$ cat src/rtl/sub_share_arbiter_if.sv
// Requester and response channels of the shared-subtractor arbiter.
// Clients drive the master side; the arbiter takes the slave side.
interface sub_share_arbiter_if #(
  parameter int NREQ  = 4,
  parameter int WIDTH = 16,
  parameter int IDW   = 2
);
  logic [NREQ-1:0]       req_valid;
  logic [NREQ-1:0]       req_ready;
  logic [NREQ*WIDTH-1:0] req_a;
  logic [NREQ*WIDTH-1:0] req_b;
  logic                  rsp_valid;
  logic                  rsp_ready;
  logic [IDW-1:0]        rsp_id;
  logic [WIDTH-1:0]      rsp_diff;
  logic                  rsp_borrow;

  modport master (
    output req_valid, req_a, req_b, rsp_ready,
    input  req_ready, rsp_valid, rsp_id, rsp_diff, rsp_borrow
  );

  modport slave (
    input  req_valid, req_a, req_b, rsp_ready,
    output req_ready, rsp_valid, rsp_id, rsp_diff, rsp_borrow
  );
endinterface

$ cat src/rtl/sub_share_arbiter.sv
// Round-robin arbiter that time-shares one combinational subtractor among
// NREQ requesters and returns tagged results over one response channel.
module sub_share_arbiter #(
  parameter int NREQ  = 4,
  parameter int WIDTH = 16,
  parameter int IDW   = 2
) (
  input  logic              clk,
  input  logic              rst_n,
  sub_share_arbiter_if.slave bus,
  output logic [WIDTH-1:0]  sub_in1,
  output logic [WIDTH-1:0]  sub_in2,
  input  logic [WIDTH-1:0]  sub_out,
  output logic [15:0]       ops_done
);

  typedef enum logic [1:0] {
    IDLE = 2'd0,
    EXEC = 2'd1,
    RESP = 2'd2
  } state_e;

  state_e           state_q, state_d;
  logic [IDW-1:0]   rr_ptr_q;
  logic [IDW-1:0]   id_q;
  logic [WIDTH-1:0] opa_q, opb_q;
  logic             rsp_valid_q;
  logic [IDW-1:0]   rsp_id_q;
  logic [WIDTH-1:0] rsp_diff_q;
  logic             rsp_borrow_q;
  logic [15:0]      ops_q;

  logic             gnt_found;
  logic [IDW-1:0]   gnt_idx;
  logic [IDW:0]     cand;
  logic [WIDTH-1:0] gnt_a, gnt_b;
  logic [NREQ-1:0]  req_ready;

  // Search starts one past the last winner; cand < 2*NREQ so a single
  // conditional subtract implements the wrap.
  always_comb begin
    // NOTE: every combinational output gets a default first so no path leaves it unassigned (no latch).
    gnt_found = 1'b0;
    gnt_idx   = '0;
    cand      = '0;
    for (int k = 1; k <= NREQ; k++) begin
      cand = {1'b0, rr_ptr_q} + (IDW+1)'(k);
      if (cand >= (IDW+1)'(NREQ)) cand = cand - (IDW+1)'(NREQ);
      if (!gnt_found && bus.req_valid[cand[IDW-1:0]]) begin
        gnt_found = 1'b1;
        gnt_idx   = cand[IDW-1:0];
      end
    end
  end

  always_comb begin
    gnt_a = '0;
    gnt_b = '0;
    for (int i = 0; i < NREQ; i++) begin
      if (gnt_idx == IDW'(i)) begin
        gnt_a = bus.req_a[i*WIDTH +: WIDTH];
        gnt_b = bus.req_b[i*WIDTH +: WIDTH];
      end
    end
  end

  always_ff @(posedge clk or negedge rst_n) begin
    // NOTE: sequential state uses non-blocking assignments so all registers update from pre-edge values.
    if (!rst_n) state_q <= IDLE;
    else        state_q <= state_d;
  end

  always_comb begin
    state_d   = state_q;
    req_ready = '0;
    unique case (state_q)
      IDLE: begin
        if (gnt_found) begin
          req_ready[gnt_idx] = 1'b1;
          state_d            = EXEC;
        end
      end
      EXEC:    state_d = RESP;
      RESP:    if (bus.rsp_ready) state_d = IDLE;
      default: state_d = IDLE;
    endcase
  end

  // Pointer starts at NREQ-1 so the first search after reset begins at 0.
  always_ff @(posedge clk or negedge rst_n) begin
    // NOTE: these are plain flops, not a memory array, so all of them take an async reset value.
    if (!rst_n) begin
      rr_ptr_q     <= IDW'(NREQ-1);
      id_q         <= '0;
      opa_q        <= '0;
      opb_q        <= '0;
      rsp_valid_q  <= 1'b0;
      rsp_id_q     <= '0;
      rsp_diff_q   <= '0;
      rsp_borrow_q <= 1'b0;
      ops_q        <= '0;
    end else begin
      unique case (state_q)
        IDLE: begin
          if (gnt_found) begin
            opa_q    <= gnt_a;
            opb_q    <= gnt_b;
            id_q     <= gnt_idx;
            rr_ptr_q <= gnt_idx;
          end
        end
        EXEC: begin
          rsp_diff_q   <= sub_out;
          rsp_borrow_q <= (opa_q < opb_q);
          rsp_id_q     <= id_q;
          rsp_valid_q  <= 1'b1;
        end
        RESP: begin
          if (bus.rsp_ready) begin
            rsp_valid_q <= 1'b0;
            ops_q       <= ops_q + 16'd1;
          end
        end
        default: ;
      endcase
    end
  end

  assign bus.req_ready  = req_ready;
  assign bus.rsp_valid  = rsp_valid_q;
  assign bus.rsp_id     = rsp_id_q;
  assign bus.rsp_diff   = rsp_diff_q;
  assign bus.rsp_borrow = rsp_borrow_q;
  assign sub_in1        = opa_q;
  assign sub_in2        = opb_q;
  assign ops_done       = ops_q;

endmodule

$ cat src/flat_wrapper.sv
// flat-port wrapper written by rule: the top's interface ports become plain ports
module sub_share_arbiter_flat 
#(
  parameter int NREQ  = 4,
  parameter int WIDTH = 16,
  parameter int IDW   = 2
)
  (clk, rst_n, sub_in1, sub_in2, sub_out, ops_done, bus_req_valid, bus_req_a, bus_req_b, bus_rsp_ready, bus_req_ready, bus_rsp_valid, bus_rsp_id, bus_rsp_diff, bus_rsp_borrow);
  sub_share_arbiter_if #(.NREQ(NREQ), .WIDTH(WIDTH), .IDW(IDW)) bus_i ();
  input  logic clk;
  input  logic rst_n;
  output logic [WIDTH-1:0] sub_in1;
  output logic [WIDTH-1:0] sub_in2;
  input  logic [WIDTH-1:0] sub_out;
  output logic [15:0] ops_done;
  input wire logic [$bits(bus_i.req_valid)-1:0] bus_req_valid;
  input wire logic [$bits(bus_i.req_a)-1:0] bus_req_a;
  input wire logic [$bits(bus_i.req_b)-1:0] bus_req_b;
  input wire logic [$bits(bus_i.rsp_ready)-1:0] bus_rsp_ready;
  output wire logic [$bits(bus_i.req_ready)-1:0] bus_req_ready;
  output wire logic [$bits(bus_i.rsp_valid)-1:0] bus_rsp_valid;
  output wire logic [$bits(bus_i.rsp_id)-1:0] bus_rsp_id;
  output wire logic [$bits(bus_i.rsp_diff)-1:0] bus_rsp_diff;
  output wire logic [$bits(bus_i.rsp_borrow)-1:0] bus_rsp_borrow;
  assign bus_i.req_valid = bus_req_valid;
  assign bus_i.req_a = bus_req_a;
  assign bus_i.req_b = bus_req_b;
  assign bus_i.rsp_ready = bus_rsp_ready;
  assign bus_req_ready = bus_i.req_ready;
  assign bus_rsp_valid = bus_i.rsp_valid;
  assign bus_rsp_id = bus_i.rsp_id;
  assign bus_rsp_diff = bus_i.rsp_diff;
  assign bus_rsp_borrow = bus_i.rsp_borrow;
  sub_share_arbiter #(.NREQ(NREQ), .WIDTH(WIDTH), .IDW(IDW)) u_core (.clk(clk), .rst_n(rst_n), .bus(bus_i), .sub_in1(sub_in1), .sub_in2(sub_in2), .sub_out(sub_out), .ops_done(ops_done));
endmodule
$ cat config.mk
export PLATFORM = sky130hd
export DESIGN_NAME = sub_share_arbiter_flat
export DESIGN_NICKNAME = d
export VERILOG_FILES = /design/src/rtl/sub_share_arbiter_if.sv /design/src/rtl/sub_share_arbiter.sv /design/src/flat_wrapper.sv
export SDC_FILE = /design/constraint.sdc
export NUM_CORES = 1
export LEC_CHECK = 0
export BUFFER_PORTS_ARGS = -buffer_cell sky130_fd_sc_hd__buf_2
export CORE_MARGIN = 2
export CORE_UTILIZATION = 25
export CTS_CLUSTER_SIZE = 8
export DETAILED_ROUTE_END_ITERATION = 12
export PLACE_DENSITY = 0.62
export SLEW_MARGIN = 20
export SYNTH_ARGS = -nofsm -noshare
export SYNTH_HDL_FRONTEND = slang
export SYNTH_SLANG_ARGS = --single-unit
$ cat constraint.sdc
create_clock -name clk -period 1.73 [get_ports clk]
set_input_delay 0.0865 -clock clk [delete_from_list [all_inputs] [get_ports clk]]
set_output_delay 0.0865 -clock clk [all_outputs]
set_load 0.05 [all_outputs]
## Word level (Yosys, flattened, before mapping)

Cells that the tools add are included.

| operators by class | value |
|---|---|
| add/sub/neg operators | 9 |
| eq/ne operators | 7 |
| reductions and logical operators | 14 |
| order comparisons | 11 |
| mux-type cells | 37 |

Operators with widths:

| operator | count |
|---|---|
| 16-bit two-way mux | 8 |
| 2-bit two-way mux | 10 |
| 16-bit by 1-bit adder with 16-bit output (second input constant) | 1 |
| 16-bit < comparator | 1 |
| 2-bit by 3-bit < comparator with 1-bit output (second input constant) | 5 |
| 3-bit greater-or-equal comparator (second input constant) | 4 |
| 1-bit two-way mux | 10 |
| 1-bit binary-select mux with 2-bit select | 4 |
| 4-bit two-way mux | 2 |
| 2-bit AND reduction | 4 |
| 2-bit by 1-bit subtractor with 2-bit output (second input constant) | 4 |
| 2-bit by 2-bit adder with 3-bit output (second input constant) | 2 |
| 2-bit equality test (second input constant) | 3 |
| 2-bit case mux with 3 select lines | 1 |
| 2-bit by 1-bit equality test with 1-bit output (second input constant) | 2 |
| 1-bit logical AND | 4 |
| 2-bit logical NOT | 2 |
| 2-bit by 1-bit adder with 3-bit output (second input constant) | 1 |
| 2-bit by 3-bit adder with 3-bit output (second input constant) | 1 |
| 1-bit logical NOT | 3 |
| 1-bit demux with 2-bit select | 1 |
| 2-bit by 1-bit greater-or-equal comparator with 1-bit output (second input constant) | 1 |
| 2-bit by 1-bit inequality test with 1-bit output (second input constant) | 1 |
| 2-bit inequality test (second input constant) | 1 |
| other kinds (2) | 2 |

| word-level totals | value |
|---|---|
| flip-flop bits (word level) | 74 |
| output and inout bits | 72 |
| logic and storage cells | 88 |
| bits of input ports | 151 |

## Depth between registers and ports, before layout

| depth | value |
|---|---|
| depth after elaboration | 21 |
| depth in mapped cells | 8 |

## Worst setup path after synthesis

No wires, ideal clock.

| path | value |
|---|---|
| path type | flip-flop to output port |
| from | reg u_core.rr_ptr_q[1] |
| to | out bus_req_ready[0] |
| cell stages (with the launch flop) | 8 |
| setup slack | -0.866 ns |
| arrival | 2.509 ns |
| path through | dfstp_2 buf_2 a21oi_1 a31oi_1 a21oi_4 buf_6 buf_6 nor3b_1 |

| between the ends | value |
|---|---|
| cells in the longest elaborated chain, start to end | 21 |

RTL lines:

| element | RTL line | text |
|---|---|---|
| from (decl) | sub_share_arbiter.sv:24 | `logic [IDW-1:0] rr_ptr_q;` |
| from (signal assigned) | sub_share_arbiter.sv:93 | `rr_ptr_q <= IDW'(NREQ-1);` |
| from (signal assigned) | sub_share_arbiter.sv:109 | `rr_ptr_q <= gnt_idx;` |
| 2-bit by 1-bit adder with 3-bit output | sub_share_arbiter.sv:47 | `cand = {1'b0, rr_ptr_q} + (IDW+1)'(k);` |
| 3-bit greater-or-equal comparator or 2-bit by 1-bit subtractor with 2-bit output (tied branches) | sub_share_arbiter.sv:48 | `if (cand >= (IDW+1)'(NREQ)) cand = cand - (IDW+1)'(NREQ);` |
| 2-bit two-way mux | sub_share_arbiter.sv:48 |  |
| 1-bit binary-select mux with 2-bit select | sub_share_arbiter.sv:49 | `if (!gnt_found && bus.req_valid[cand[IDW-1:0]]) begin` |
| 1-bit two-way mux (implied by the code) | sub_share_arbiter.sv:49 |  |
| 1-bit two-way mux | sub_share_arbiter.sv:49 |  |
| 1-bit logical NOT | sub_share_arbiter.sv:49 |  |
| 1-bit logical AND | sub_share_arbiter.sv:49 |  |
| (+5 left out) | n/a |  |
| 1-bit logical AND | sub_share_arbiter.sv:49 |  |
| 2-bit two-way mux | sub_share_arbiter.sv:49 |  |
| 2-bit by 3-bit < comparator with 1-bit output (implied by the code) or 2-bit by 1-bit greater-or-equal comparator with 1-bit output (tied branches) | sub_share_arbiter.sv:79 | `req_ready[gnt_idx] = 1'b1;` |
| 1-bit logical AND (implied by the code) | sub_share_arbiter.sv:79 |  |
| 1-bit two-way mux (implied by the code) | sub_share_arbiter.sv:79 |  |
| 1-bit demux with 2-bit select | n/a |  |
| 4-bit two-way mux * | sub_share_arbiter.sv:78 | `if (gnt_found) begin` |
| 4-bit two-way mux * | sub_share_arbiter.sv:76 | `unique case (state_q)` |
| to (decl) | flat_wrapper.sv:20 | `output wire logic [$bits(bus_i.req_ready)-1:0] bus_req_ready;` |

Mark *: on every way between the ends. The rest lies on a longest branch, timed or not. The select of a mux whose other input is x is not followed.

## Worst setup path in the final report

| path | value |
|---|---|
| from | reg u_core.rr_ptr_q[1] |
| to | out bus_req_ready[2] |

The elaborated chain is that of the path after synthesis.

==> summary.md <==
| Metric | Value |
|---|---|
| Sink Count | `74` |
| Required arrival time at the worst endpoint | `1.64 ns` |
| Transition time at the pin with the least slew margin | `0.5183 ns` |
| Maximum buffer depth of the clock tree | `2` |
| Number of nets with antenna violations after routing | `0` |
| TritonCTS clock tree | `yes` |
| Maximum clock skew at final layout | `0.01087 ns` |
| Crit start category | `register` |
| GRT Residual Overflow | `0` |
| Fraction of registers with async set or reset after synthesis | `1.000` |
| Sequential area share after synthesis | `0.4525` |
| Cell Rows | `46` |
| Area growth from synthesis to layout | `74.93%` |
| Number of nets in the final layout | `868` |
| Most numerous cell in the Yosys netlist | `sky130_fd_sc_hd__nand2_1` |
| Placed wire-length estimate | `10,730 microns` |
| Mean routed wirelength per cell | `16.79 microns` |
| Number of flops mapped to enable cells by yosys | `0` |
| Wire length of the first global-routing pass | `22,440 microns` |
| Total CTS buffers | `9` |
| Vias in the first global route | `4,232` |
| Number of different library cells in the post-synthesis netlist | `42` |
| Routed via count divided by cell count | `4.535` |
| Crit path setup slack, layout | `-0.2745 ns` |
| H-Tree Depth | `3` |
| Post-Route Utilization | `0.4496` |
| Gr usage total | `0.1670` |
| Input/output buffers | `222` |
| Unrepaired setup endpoints after global routing | `yes` |
| Combined area of all synthesized cells | `4098 sq um` |
| Initial core utilization | `0.2570` |
| Hold Crit Class | `primary input to register` |
| Leakage power | `3.647 nW` |
| Most common library cells after synthesis | `sky130_fd_sc_hd__nand2_1 (97), sky130_fd_sc_hd__dfrtp_1 (72), sky130_fd_sc_hd__mux2i_1 (65)` |
| Run status | `finished, violations left` |
| Placed insts | `865` |
| Final-report setup violation count | `39` |
| Die span in x | `132.0 microns` |
| Hold violation total from the final report | `0` |
| Ant. Diodes | `0` |
| Critical Path AT | `1.92 ns` |
| Clock latency reported for the late side of the worst-skew pair | `0.34 ns` |
| I/O pin count | `223` |
| CTS clk-pin slew, worst paths | `0.06 ns` |
| Clock root buffer | `sky130_fd_sc_hd__clkbuf_16` |
| Post-detailed-route DRC marker count | `0` |
| Total power after layout | `14.57 mW` |
| Max-cap check violation count | `0` |
| Violated checks | `setup timing` |
| Detailed-route via count | `4,181` |
| Leading area contributor after synthesis | `sky130_fd_sc_hd__dfrtp_1` |
| Share of cells above drive strength 1 | `0.5439` |
| Setup TNS Final | `-6.825 ns` |
| Most instantiated flip-flop cell in the synthesis netlist | `sky130_fd_sc_hd__dfrtp_1` |
| Initial DRC Count | `150` |
| Mapped Cells | `408` |
| Number of warnings reported in the yosys synthesis log | `0` |
| Last weighted congestion value of the routability-driven placer | `0.7677` |
| Syn nets | `575` |
| Final critical path time including I/O delays and setup | `2.004 ns` |
| Area fraction of the dominant cell type after synthesis | `0.4397` |
| Largest net degree at the start of global routing | `38` |
| Type of destination of the critical path | `output port` |
| Number of antenna violations at the first check in global routing | `0` |
| Tightest slew margin relative to the limit | `0.6545` |
| Worst Path Class, Setup | `register to output port` |
| Total Wirelength | `15,480 microns` |
| Critical-path maximum fanout | `11` |
| Final count of pins violating max slew | `0` |
| Maximum resistive drop on vdd | `0.8318 mV` |
| Register bit total from synthesis | `74` |
| Core region area | `15,940 sq um` |
| Pwr/cell area | `2033 nW/um^2` |
| Detailed-routing iteration count for the pre-antenna-repair pass | `4` |
| Cell types occupying the most area after synthesis | `sky130_fd_sc_hd__dfrtp_1 (44%), sky130_fd_sc_hd__mux2i_1 (16%), sky130_fd_sc_hd__nand2_1 (8.9%)` |
| Fmax | `498.9 MHz` |
| Vert. Die Dim | `132.0 microns` |
| Non-Filler Instances | `922` |
| Final worst-path cycle share | `1.159` |
| Die area | `17,430 sq um` |
| Mean Syn Cell Area | `10.04 sq um` |
## final cells by class
type | count | area, sq um
inverters | 23 | 86.33
clock buffers | 10 | 229.0
flip-flops and latches | 74 | 1864
repair buffers | 304 | 2167
clock inverters | 6 | 67.56
multi-input cells | 289 | 2484
fillers | 1518 | 8775
well taps | 216 | 270.3
## flip-flops by register name, indices dropped and copies added, names as in the netlist
name / cells
u_core.sub_in2: 16
u_core.bus.rsp_valid: 1
u_core.bus.rsp_borrow: 1
u_core.ops_done: 16
u_core.bus.rsp_id: 2
u_core.state_q: 2
u_core.bus.rsp_diff: 16
u_core.sub_in1: 16
u_core.rr_ptr_q: 2
u_core.id_q: 2
## layer usage
layer	up-vias	wire length (microns)	global-route usage
met5	-	0	0
met4	0	159	0.04529
met3	13	923	0.03845
met2	174	7744	0.2888
met1	1952	6649	0.2091
li1	2042	-	-
## worst max-delay path, stage by stage, from the launching register on
cell and delay [ns]:
sky130_fd_sc_hd__dfstp_2 0.59, sky130_fd_sc_hd__buf_12 0.12, sky130_fd_sc_hd__a31oi_4 0.09, sky130_fd_sc_hd__a21oi_4 0.25, sky130_fd_sc_hd__buf_12 0.19, sky130_fd_sc_hd__and3_2 0.19, sky130_fd_sc_hd__buf_6 0.15
## power breakdown
part           switching (mW)  internal, mW
combinational            5.69          3.88
sequential              0.626          2.51
clock                   0.744          1.12
## timing repair
action,4_1_cts,5_1_grt
hold buffers,18,0
hold endpoints to repair,49,0
cloned,4,5
setup buffers,8,8
setup endpoints to repair,37,39
resized for setup,35,71
pin swaps,9,23
## path summary, 6_finish.rpt
check	from	end	slack, ns	cells past startpoint
worst max register to register	u_core.rr_ptr_q[1]	u_core.sub_in1[4]	-0.24	10
worst min register to register	u_core.bus.rsp_diff[8]	u_core.bus.rsp_diff[8]	0.47	2
min in group asynchronous	rst_n	u_core.ops_done[0]	0.27	2
max in group asynchronous	rst_n	u_core.sub_in2[13]	0.90	3
worst max-delay path	u_core.rr_ptr_q[1]	bus_req_ready[2]	-0.27	6
worst min-delay path	bus_req_b[47]	u_core.sub_in2[15]	0.05	3
## through the flow
stage | hold WS (ns) | worst slack, ns | cell area (sq um)
floorplan | -0.2091 | -0.1065 | 4172
global placement | 0.09903 | -0.1783 | 5812
detailed placement | 0.1030 | -0.1939 | 5812
CTS | 0.04903 | -0.2412 | 6668
global route | 0.05015 | -0.3418 | 7168
finish | 0.04885 | -0.2745 | 7168
## logic make-up after synthesis
| group | after synthesis | synth area share |
|---|---|---|
| and+or+nand+nor | 132 | 0.1380 |
| adders and majority gates | 16 | 0.04885 |
| buffers and inverters | 45 | 0.05038 |
| xor gates and xnor gates | 15 | 0.03206 |
| DFF | 74 | 0.4525 |
| muxes | 66 | 0.1615 |
| AOI/OAI and AO/OA | 60 | 0.1166 |
## cells in the final DEF (no fill, tap or decap), drive strengths merged, types with 2 or more instances in the layout
master / count
a211oi: 2
a21o: 6
a21oi: 5
and2: 2
and3: 4
buf: 282
clkbuf: 14
clkinv: 3
clkinvlp: 2
dfrtp: 72
dfstp: 2
dlygate4sd3: 18
ha: 16
inv: 23
mux2i: 65
nand2: 97
nand2b: 6
nand3: 6
nand4: 4
nor2: 6
nor2b: 2
nor3: 2
o21ai: 6
o221ai: 32
xnor2: 10
xor2: 5
(Power assumes the default switching activity.)
